## src/rtl/seven_seg_scan_display.sv

```systemverilog
// Multiplexed 8-digit hex display for a 32-bit processor result register.
// Once per frame one of V0/V1 is latched into a shadow register, and the
// digits are then scanned one at a time on active-low anodes and segments.
// Shadowing the value keeps every frame tear-free while V0/V1 keep changing.
module seven_seg_scan_display #(
  parameter int unsigned REFRESH_DIV = 100000,
  parameter bit          BLANK_LZ    = 1'b1
) (
  input  logic        Clk,
  input  logic        Reset,
  input  logic [31:0] V0,
  input  logic [31:0] V1,
  input  logic        Sel,
  input  logic        Hold,
  output logic [7:0]  an,
  output logic [6:0]  seg,
  output logic        dp
);

  localparam int unsigned DivW = (REFRESH_DIV > 2) ? $clog2(REFRESH_DIV) : 1;
  localparam logic [DivW-1:0] DivLast = DivW'(REFRESH_DIV - 1);

  logic [DivW-1:0] div_cnt_q, div_cnt_d;
  logic [2:0]      digit_q, digit_d;
  logic [31:0]     shadow_q, shadow_d;
  logic            src_q, src_d;
  logic [7:0]      an_q, an_d;
  logic [6:0]      seg_q, seg_d;
  logic            dp_q, dp_d;

  logic            tick;
  logic            frame_end;
  logic [3:0]      nibble;
  logic [31:0]     upper;
  logic            blank;

  // Active-low {g,f,e,d,c,b,a} pattern for one hex digit.
  function automatic logic [6:0] hex_to_seg(input logic [3:0] n);
    logic [6:0] s;
    unique case (n)
      4'h0: s = 7'h40;
      4'h1: s = 7'h79;
      4'h2: s = 7'h24;
      4'h3: s = 7'h30;
      4'h4: s = 7'h19;
      4'h5: s = 7'h12;
      4'h6: s = 7'h02;
      4'h7: s = 7'h78;
      4'h8: s = 7'h00;
      4'h9: s = 7'h10;
      4'hA: s = 7'h08;
      4'hB: s = 7'h03;
      4'hC: s = 7'h46;
      4'hD: s = 7'h21;
      4'hE: s = 7'h06;
      default: s = 7'h0E;
    endcase
    return s;
  endfunction

  // Next-state: divider, digit index, frame-boundary snapshot, and the
  // output pattern derived from the next-state values so that the outputs
  // switch on the same edge the digit advances.
  always_comb begin
    tick      = (div_cnt_q == DivLast);
    frame_end = tick && (digit_q == 3'd7);

    div_cnt_d = tick ? '0 : div_cnt_q + 1'b1;
    digit_d   = tick ? digit_q + 3'd1 : digit_q;

    shadow_d  = shadow_q;
    src_d     = src_q;
    if (frame_end && !Hold) begin
      shadow_d = Sel ? V1 : V0;
      src_d    = Sel;
    end

    nibble = shadow_d[{digit_d, 2'b00} +: 4];
    // Digit k is a leading zero when every nibble from k upwards is zero.
    upper  = shadow_d >> {digit_d, 2'b00};
    blank  = BLANK_LZ && (digit_d != 3'd0) && (upper == 32'h0);

    an_d  = blank ? 8'hFF : ~(8'b1 << digit_d);
    seg_d = blank ? 7'h7F : hex_to_seg(nibble);
    dp_d  = !((digit_d == 3'd0) && src_d);
  end

  // State and registered outputs; reset blanks the display immediately.
  always_ff @(posedge Clk or negedge Reset) begin
    if (!Reset) begin
      div_cnt_q <= '0;
      digit_q   <= 3'd0;
      shadow_q  <= 32'h0;
      src_q     <= 1'b0;
      an_q      <= 8'hFF;
      seg_q     <= 7'h7F;
      dp_q      <= 1'b1;
    end else begin
      div_cnt_q <= div_cnt_d;
      digit_q   <= digit_d;
      shadow_q  <= shadow_d;
      src_q     <= src_d;
      an_q      <= an_d;
      seg_q     <= seg_d;
      dp_q      <= dp_d;
    end
  end

  assign an  = an_q;
  assign seg = seg_q;
  assign dp  = dp_q;

endmodule
```

## config.mk

```make
export PLATFORM = sky130hd
export DESIGN_NAME = seven_seg_scan_display
export DESIGN_NICKNAME = d
export VERILOG_FILES = /design/src/rtl/seven_seg_scan_display.sv
export SDC_FILE = /design/constraint.sdc
export NUM_CORES = 1
export LEC_CHECK = 0
export ABC_CLOCK_PERIOD_IN_PS = 6300
export CAP_MARGIN = 20
export CORE_UTILIZATION = 50
export CTS_CLUSTER_SIZE = 14
export DETAILED_ROUTE_END_ITERATION = 10
export GPL_TIMING_DRIVEN = 0
export PLACE_DENSITY = 0.87
export SKIP_LAST_GASP = 1
export SLEW_MARGIN = 20
export SYNTH_ARGS = -nofsm -noshare
export SYNTH_HDL_FRONTEND = slang
export SYNTH_SLANG_ARGS = --single-unit
```

## constraint.sdc

```tcl
create_clock -name Clk -period 6.3 [get_ports Clk]
set_input_delay 0.63 -clock Clk [delete_from_list [all_inputs] [get_ports Clk]]
set_output_delay 0.63 -clock Clk [all_outputs]
set_load 0.02 [all_outputs]
```

# --- Word-level counts from Yosys, hierarchy flattened ---
# Memory sizes are Yosys's and may differ from the RTL's.
# Cells that the tools add are included.
op_classes:
  addsub: 2
  n_eq_ne: 2
  shift: 3
  muxes: 7
  bitwise_logic: 1
  n_reduce_logical: 9
ops:
  columns: ["cell", "n"]
  rows:
  - ["$mux 32", 2]
  - ["$logic_not 32->1", 1]
  - ["$shiftx 32x6->4", 1]
  - ["$shr 32x5->32", 1]
  - ["$add 17x1->17 const B", 1]
  - ["$eq 17x17->1 const B", 1]
  - ["$mux 17", 1]
  - ["$mux 8", 1]
  - ["$not 8->8", 1]
  - ["$shl 1x3->8 const A", 1]
  - ["$mux 7", 1]
  - ["$logic_and 1x1->1", 4]
  - ["$add 3x1->3 const B", 1]
  - ["$eq 3x3->1 const B", 1]
  - ["$logic_not 3->1", 1]
  - ["$mux 3", 1]
  - ["$reduce_bool 3->1", 1]
  - ["$logic_not 1->1", 2]
  - ["$mux 1", 1]
totals:
  ff_bits: 69
  rom_bits: 112
  output_inout_bits: 16
  mem_count: 1
mem_list:
  columns: ["name", "words", "word_bits", "rd", "rd_ports_with_merged_regs", "wr", "line_no", "text"]
  rows:
  - ["(no name shown)", 16, 7, 1, 0, 0, "40", "unique case (n)"]

# --- Logic depth before layout (Yosys ltp) ---
# Gate-level depths: netlist of run 1.
depth:
  depth_word: 8
  mapped_depth: 19
  ltp_nobuf: 17

# --- Worst setup path before layout of run 1 ---
# No wires, ideal clock.
synth_timing:
  path_type: "register -> register"
  from: "register div_cnt_q[0]"
  to: "register seg_q[4], in the netlist seg[4]"
  setup_ns: 0.085
  arrival_ns: 3.714
  setup_slack_ns: 2.501
  stages_incl_launch_ff: 20
  path_buffers: 5
  synth_period_minus_slack_ns: 3.799
  cell_sequence: "dfrtp_1 -> ha_1 -> and4_1 -> buf_2 -> and4_1 -> buf_4 -> buf_4 -> nand2_1 -> and2_1 -> clkbuf_1 -> clkbuf_1 -> a21oi_1 -> o21ai_0 -> o21ai_0 -> inv_1 -> ha_1 -> nand4_1 -> or3_1 -> a221o_1 -> o221ai_1"
synth_between:
  elab_chain_cells: 8
synth_lines:
  columns: ["item", "line_no", "text"]
  rows:
  - ["start: declaration", "23", "logic [DivW-1:0] div_cnt_q, div_cnt_d;"]
  - ["start signal: assignment", "99", "div_cnt_q <= div_cnt_d;"]
  - ["$eq 17x17->1 *", "65", "tick = (div_cnt_q == DivLast);"]
  - ["branches (longest 6 deep; another with $mem_v2 16x7)", null, null]
  - ["$mux 7 *", "84", "seg_d = blank ? 7'h7F : hex_to_seg(nibble);"]
  - ["via seg_d[4]", "28", "logic [6:0] seg_q, seg_d;"]
  - ["end signal: assignment", "104", "seg_q <= seg_d;"]
  - ["end: declaration", "28", null]
# Mark *: on every way through the listed nets, which the timed path passes.

# --- Final worst setup path of run 1 ---
layout_timing:
  from: "register digit_q[0]"
  to: "register seg_q[6], in the netlist seg[6]"
layout_between:
  elab_chain_cells: 8
layout_lines:
  columns: ["item", "line_no", "text"]
  rows:
  - ["start: declaration", "24", "logic [2:0] digit_q, digit_d;"]
  - ["start signal: assignment", "100", "digit_q <= digit_d;"]
  - ["$eq 3x3->1 *", "66", "frame_end = tick && (digit_q == 3'd7);"]
  - ["$logic_and 1x1->1 *", "66", null]
  - ["$logic_and 1x1->1 *", "73", "if (frame_end && !Hold) begin"]
  - ["$mux 32 *", "73", null]
  - ["via shadow_d[5]", "25", "logic [31:0] shadow_q, shadow_d;"]
  - ["branches (longest 3 deep; another with $mem_v2 16x7)", null, null]
  - ["$mux 7 *", "84", null]
  - ["via seg_d[6]", "28", null]
# Marked as above.

==> results.md, run 1 <==
* Status: complete, but fails checks
* Failing checks: DRC
* Area grow syn2layout at 25.15%
* Vias in the first global route at 4297
* CTS clk-pin slew, worst paths at 0.08 ns
* Crit Path Category: register to register
* Root Driver: clkbuf_8
* Async S/R FF share, synth at 1.000
* Top-count cell post-synth: dfrtp_1
* Share of cells above drive strength 1 at 0.1184
* Yosys top cell area share at 0.2849
* CTS sink count at 69
* Reg2reg end: seg[6]$_DFF_PN1_
* Max FO, Critical Path at 10
* Most used DFF post-synth: dfrtp_1
* DR iter-0 viols at 395
* Post-detailed-route DRC marker count at 7
* Hold crit path type: input port to async pin
* DP Wirelength at 10050 µm
* Sw Pwr at 0.2181 mW
* Bufs on Longest Clock Path at 2
* Hold Vio Cnt, Final at 0
* Fin crit period at 4.762 ns
* Sequential power share at 0.494
* H-tree depth at 3
* Synth Net Count at 586
* Required @ worst endpoint at 6.54 ns
* Detailed-route via count at 4497
* Reg2Reg Depth at 18
* Chip width at 98.50 µm
* DRT Pass-1 Iters at 8
* Die Y at 98.50 µm
* Top cells by count, synth: 53 x dfrtp_1, 50 x nand2_1, 42 x o21ai_0
* Synthesized cell area at 4656 µm²
* CTS buffer count at 9
* Max Cap Viol at 0
* Clk pwr share at 0.398
* Clock latency on the worst-skew pair at 0.35 ns
* Clock Skews at 0.005866 ns
* EDFF count, synth at 0
* TritonCTS clock tree: yes
* Remaining antenna violation count after routing at 0
* R2r setup slk at 1.54 ns
* Setup repair after global routing missed its margin: no
* Internal at 0.6795 mW
* Diodes inserted at 0
* Antenna violations before repair at 0
* Final Util at 0.6585
* Routed WL at 13340 µm
* Area leader, netlist: dfrtp_1
* Aggregate global-route resource usage at 0.2851
* RR Startpoint: digit_q[0]$_DFF_PN0_
* Startpoint types: register
* Post-synth cell types at 65
* Ports at 84
* Worst vdd ir at 0.07647 mV
* Worst slew pin tran at 0.7950 ns
* Final period utilization at 0.7559
* Pwr Density at 154.1 nW/µm²
* Non-Filler Instances at 716
* Grt total ovfl at 0
* Buffers on Ports at 82
* Leakage Power at 2.397 nW
* DP Area at 5637 µm²
* Worst path arrival time at 5.00 ns
* Sequential-to-total area share from yosys stat at 0.3752
* Nets at 680
* Mapped Avg Cell Area at 9.147 µm²
* Starting Density at 0.5262
* Placed instance count at 700
* CORE AREA at 8848 µm²
* Gate Count Post-Synth at 509
* Sw Share at 0.2430
* Top post-synthesis cells by area: dfrtp_1 28%, dfstp_2 9.0%, mux2i_1 8.8%
* Post-CTS Resized at 0
* Peak Freq at 210.0 MHz
* FP Rows at 34
* Final GP Congestion at 0.9754
* Full die area at 9701 µm²
* Max Slew Vio Count at 0
* Post-CTS setup buffers at 0
* First-pass GRT wire length at 21600 µm
* Finished Cell Area at 5827 µm²
* # setup viols final at 0
* Register bit total from synthesis at 69
* Pin count of the biggest net entering global routing at 62
* Routed len/inst at 18.63 µm
* Hold_buf cts at 0
* Slew Limit Headroom at 0.4700
* Post-route setup TNS at 0 ns
* Comb pwr share at 0.108
* Setup crit end kind: register
* Syn. warnings at 0
* Routed vias/inst at 6.281
==> final cells by class <==
| cell class | count | area, µm² |
|---|---|---|
| inverters | 11 | 41.29 |
| plain buffers | 34 | 161.4 |
| clock buffers | 9 | 123.9 |
| clock inverters | 7 | 66.31 |
| repair buffers | 83 | 845.8 |
| well taps | 108 | 135.1 |
| multi-input cells | 395 | 2706 |
| flip-flops and latches | 69 | 1747 |
| fillers | 755 | 3022 |
==> routing by layer <==
| metal | global-route usage | share of wire | up-vias |
|---|---|---|---|
| met5 | 0 | 0 | - |
| met4 | 0.1102 | 0.019 | 0 |
| met3 | 0.04681 | 0.079 | 21 |
| met2 | 0.4702 | 0.47 | 220 |
| met1 | 0.3785 | 0.43 | 2181 |
| li1 | - | - | 2075 |
==> cell usage in the layout (no fill, tap or decap), drive strengths merged, types with 5 or more instances in the layout <==
master	n
mux4	6
mux2i	42
nand3	19
dfrtp	53
mux2	11
clkbuf	27
o211ai	10
nand2	50
a21oi	32
nand2b	5
nor3	25
xnor2	7
a211oi	6
dfstp	16
or3	8
o21ai	45
nor2	38
o221ai	8
ha	9
clkdlybuf4s50	81
buf	18
inv	11
xor2	8
and3	7
==> cells by family (layout without fill, tap and decap cells) <==
group,after synthesis,count (layout),synth area share
xor+xnor,15,15,0.02983
fa+ha+maj,9,9,0.02419
compound gates,137,137,0.1889
flops,69,69,0.3752
buf+inv,45,144,0.04354
mux,59,59,0.1486
simple gates,175,175,0.1897
==> registers in the layout (all words and copies together) (netlist names) <==
| name | flops |
|---|---|
| an | 8 |
| digit_q | 3 |
| div_cnt_q | 17 |
| dp | 1 |
| seg | 7 |
| shadow_q | 32 |
| src_q | 1 |
==> worst max-delay path, cell delays in order (launching register included) <==
cell      delay, ns
dfrtp_1        0.46
ha_1           0.19
ha_1           0.16
nor2b_1        0.21
and3_1         0.18
clkbuf_1       0.42
nand2_1        0.39
clkbuf_1       0.32
o21ai_0        0.29
mux2i_1        0.14
nor2_1         0.11
a21oi_1        0.04
o21ai_0        0.55
inv_1          0.19
ha_1           0.27
nand4_1        0.07
or3_1          0.16
a221o_1        0.29
o221ai_1       0.21
==> through the flow <==
step	total power, mW	hold slack (ns)	setup WS, ns
3_5_place_dp	0.5487	0.4572	1.370
6_report	0.8977	0.09433	1.538
2_1_floorplan	0.4830	0.3344	2.501
4_1_cts	0.8981	0.09533	1.612
5_1_grt	0.9253	0.09287	1.137
3_3_place_gp	0.5446	0.4534	1.510
==> power by group through the flow <==
stage,combinational [mW],clock [mW],sequential [mW]
after floorplan,0.0315,0,0.452
after global placement,0.0931,0,0.451
after detailed placement,0.0973,0,0.451
after CTS,0.0978,0.357,0.443
after global routing,0.106,0.377,0.443
final,0.0973,0.357,0.443
==> worst max-delay path by stage <==
stage | from | end
floorplan | div_cnt_q[0]$_DFF_PN0_ | seg[4]$_DFF_PN1_
global placement | Hold | seg[4]$_DFF_PN1_
detailed placement | Hold | seg[6]$_DFF_PN1_
CTS | digit_q[0]$_DFF_PN0_ | seg[6]$_DFF_PN1_
global route | digit_q[0]$_DFF_PN0_ | seg[4]$_DFF_PN1_
finish | digit_q[0]$_DFF_PN0_ | seg[6]$_DFF_PN1_
(Power assumes the default switching activity.)
==> run 2: changes to the inputs <==
--- a/config.mk
+++ b/config.mk
@@ -5,7 +5,7 @@
 export SDC_FILE = /design/constraint.sdc
 export NUM_CORES = 1
 export LEC_CHECK = 0
-export ABC_CLOCK_PERIOD_IN_PS = 6300
+export ABC_CLOCK_PERIOD_IN_PS = 4500
 export CAP_MARGIN = 20
 export CORE_UTILIZATION = 50
 export CTS_CLUSTER_SIZE = 14
==> constraint.sdc (replaced) <==
create_clock -name Clk -period 4.5 [get_ports Clk]
set_input_delay 0.45 -clock Clk [delete_from_list [all_inputs] [get_ports Clk]]
set_output_delay 0.45 -clock Clk [all_outputs]
set_load 0.02 [all_outputs]
==> run 2 against run 1 <==
Against the previous run: the flow still finishes with violations (DRC); flip-flop and latch count is the same; critical endpoint unchanged; highest routed layer unchanged; routed wire length grew 0.47%; combinational power grew 41%; cell count shrank 0.14%; largest cell class unchanged; hold slack gained 0.37 ns; non-clock buffer count shrank 1; sequential power grew 40%; sequential share of layout area shrank 0.10 points; clock skew is essentially flat.
==> results.md, run 2 (synthesis gave the netlist of run 1 again) <==
* Worst path arrival time at 4.47 ns (-0.53 ns)
* Clock Skews at 0.005417 ns (-0.0004493 ns)
* DP Wirelength at 10050 µm (unchanged)
* Vias in the first global route at 4293 (-0.093%)
* Worst slack, placed at -0.2496 ns (-1.620 ns)
* Diodes inserted at 0 (unchanged)
* Placed instance count at 700 (unchanged)
* H-tree depth at 3 (unchanged)
* DRT Pass-1 Iters at 7 (-1)
* Slew Limit Headroom at 0.4675 (-0.002493)
* Max Slew Vio Count at 0 (unchanged)
* Chip width at 98.50 µm (unchanged)
* Bufs on Longest Clock Path at 2 (unchanged)
* Sw Share at 0.2423 (-0.0007190)
* First-pass GRT wire length at 21580 µm (about the same)
* Aggregate global-route resource usage at 0.2849 (about the same)
* Max FFs per register at 32 (unchanged)
* Crit Path Category: register to register
* Pwr Density at 214.9 nW/µm² (+39%)
* Max FO, Critical Path at 10 (unchanged)
* Finished Cell Area at 5847 µm² (+0.34%)
* Share of cells above drive strength 1 at 0.1285 (+0.01008)
* Fin crit period at 4.218 ns (-0.5440 ns)
* Full die area at 9701 µm² (unchanged)
* Ports at 84 (unchanged)
* Clk pwr share at 0.397 (about the same)
* CP cell instances: ha_1, and4_1, buf_2, and4_1, buf_4, mux2i_4, inv_2, clkbuf_1, o21ai_0, o22ai_2, inv_1, ha_1, nand4_1, or3_1, a221o_1, o221ai_1
* Hold WS at 0.4633 ns (+0.3690 ns)
* Antenna violations before repair at 0 (unchanged)
* Setup repair after global routing missed its margin: no
* # setup viols final at 0 (unchanged)
* DR iter-0 viols at 342 (-13%)
* Post-CTS setup buffers at 0 (unchanged)
* Clock latency on the worst-skew pair at 0.35 ns (about the same)
* Final GP Congestion at 0.9754 (unchanged)
* Peak Freq at 237.1 MHz (+13%)
* CTS buffer count at 9 (unchanged)
* Startpoint types: register
* CP peak stage delay at 0.40 ns (-0.15 ns)
* Fillers at 750 (-0.66%)
* CTS sink count at 69 (unchanged)
* Power Total at 1.256 mW (+40%)
* DP Area at 5637 µm² (unchanged)
* Leakage Power at 2.406 nW (+0.36%)
* Final worst slack at 0.2817 ns (-1.256 ns)
* Internal at 0.9519 mW (+40%)
* Setup crit end kind: register
* Status: complete, but fails checks
* Grt total ovfl at 0 (unchanged)
* CTS clk-pin slew, worst paths at 0.08 ns (about the same)
* Post-detailed-route DRC marker count at 7 (unchanged)
* Detailed-route via count at 4509 (+0.27%)
* Comb pwr share at 0.109 (about the same)
* Largest Register: shadow_q
* Die Y at 98.50 µm (unchanged)
* R2r setup slk at 0.28 ns (-1.26 ns)
* Max Cap Viol at 0 (unchanged)
* Hold crit path type: input port to async pin
* Commonest cells after routing, fill and taps aside: 81 x clkdlybuf4s50_1, 53 x dfrtp_1, 49 x nand2_1
* Routed vias/inst at 6.306 (+0.41%)
* FP Rows at 34 (unchanged)
* CORE AREA at 8848 µm² (unchanged)
* Most common cell after layout, fill and taps aside: clkdlybuf4s50_1
* Required @ worst endpoint at 4.76 ns (-1.78 ns)
* Sw Pwr at 0.3044 mW (+40%)
* Worst vdd ir at 0.1072 mV (+40%)
* Buffers on Ports at 82 (unchanged)
* Sequential power share at 0.494 (about the same)
* Root Driver: clkbuf_8
* Remaining antenna violation count after routing at 0 (unchanged)
* CP max stage cell: mux2i_4
* Hold Vio Cnt, Final at 0 (unchanged)
* Failing checks: DRC
* TritonCTS clock tree: yes
* Non-Filler Instances at 715 (-0.14%)
* Pin count of the biggest net entering global routing at 62 (unchanged)
* Final period utilization at 0.9374 (+0.1815)
* Routed WL at 13400 µm (+0.47%)
* Worst slew pin tran at 0.7987 ns (+0.003740 ns)
* Nets at 679 (-0.15%)
* Area grow syn2layout at 25.58%
* Routed len/inst at 18.75 µm (+0.61%)
* Starting Density at 0.5262 (unchanged)
run 2: changes by cell type in the layout (fill, tap and decap cells not counted), sizes merged:
| cell | delta |
|---|---|
| clkbuf | -2 |
| dlygate4sd3 | +1 |
run 2: power by group through the flow:
stage                     sequential (mW)  combinational (mW)  clock (mW)
final                               0.620               0.137       0.499
after global routing                0.620               0.149       0.527
after CTS                           0.620               0.138       0.500
after detailed placement            0.632               0.136           0
after global placement              0.632               0.130           0
after floorplan                     0.632              0.0441           0
run 2: final timing paths:
check                                       start                      to  depth (start not counted)
setup / recovery           div_cnt_q[0]$_DFF_PN0_        seg[6]$_DFF_PN1_                         16
hold / removal                              Reset  div_cnt_q[2]$_DFF_PN0_                          2
setup reg to reg           div_cnt_q[0]$_DFF_PN0_        seg[6]$_DFF_PN1_                         16
hold reg to reg                   src_q$_DFF_PN0_         src_q$_DFF_PN0_                          2
max in group asynchronous                   Reset        seg[3]$_DFF_PN1_                          3
min in group Clk                  src_q$_DFF_PN0_         src_q$_DFF_PN0_                          2
run 2: repair_timing:
| action | 4_1_cts | 5_1_grt |
|---|---|---|
| hold buffers | 1 | 0 |
| hold endpoints to repair | 8 | 0 |
| endpoints found under the setup margin | 11 | 12 |
| pin swaps | 0 | 0 |
| gates resized for setup | 1 | 8 |
run 2: stage by stage:
stage	util	TNS, ns
2_1_floorplan	-	0
3_3_place_gp	0.6342	-0.8220
3_5_place_dp	0.6370	-2.184
4_1_cts	0.6592	0
5_1_grt	0.6608	0
6_report	0.6608	0
run 2: worst max-delay path, delay by kind of cell (launching register included):
family / cells / cell delay, ns
AO/OA/AOI/OAI: 4 / 1.02
buffers and inverters: 5 / 0.90
AND/OR/NAND/NOR: 4 / 0.90
adder cells (fa/ha/maj): 2 / 0.50
multiplexers: 1 / 0.40
flip-flops: 1 / 0.39
run 2: layout make-up:
cell class,instances,area [µm²],area share
Buffer,32,156.4,0.02675
Clock buffer,9,123.9,0.02119
Clock inverter,7,66.31,0.01134
Inverter,11,41.29,0.007062
Multi-Input combinational cell,395,2721,0.4654
Sequential cell,69,1747,0.2987
Tap cell,108,135.1,0.02311
Timing Repair Buffer,84,855.8,0.1464
run 2: metal layers:
layer / vias to the layer above / wire [µm] / GRT usage
met5: - / 0 / 0
met4: 0 / 307 / 0.1102
met3: 27 / 912 / 0.04610
met2: 194 / 6293 / 0.4702
met1: 2207 / 5891 / 0.3785
li1: 2081 / - / -
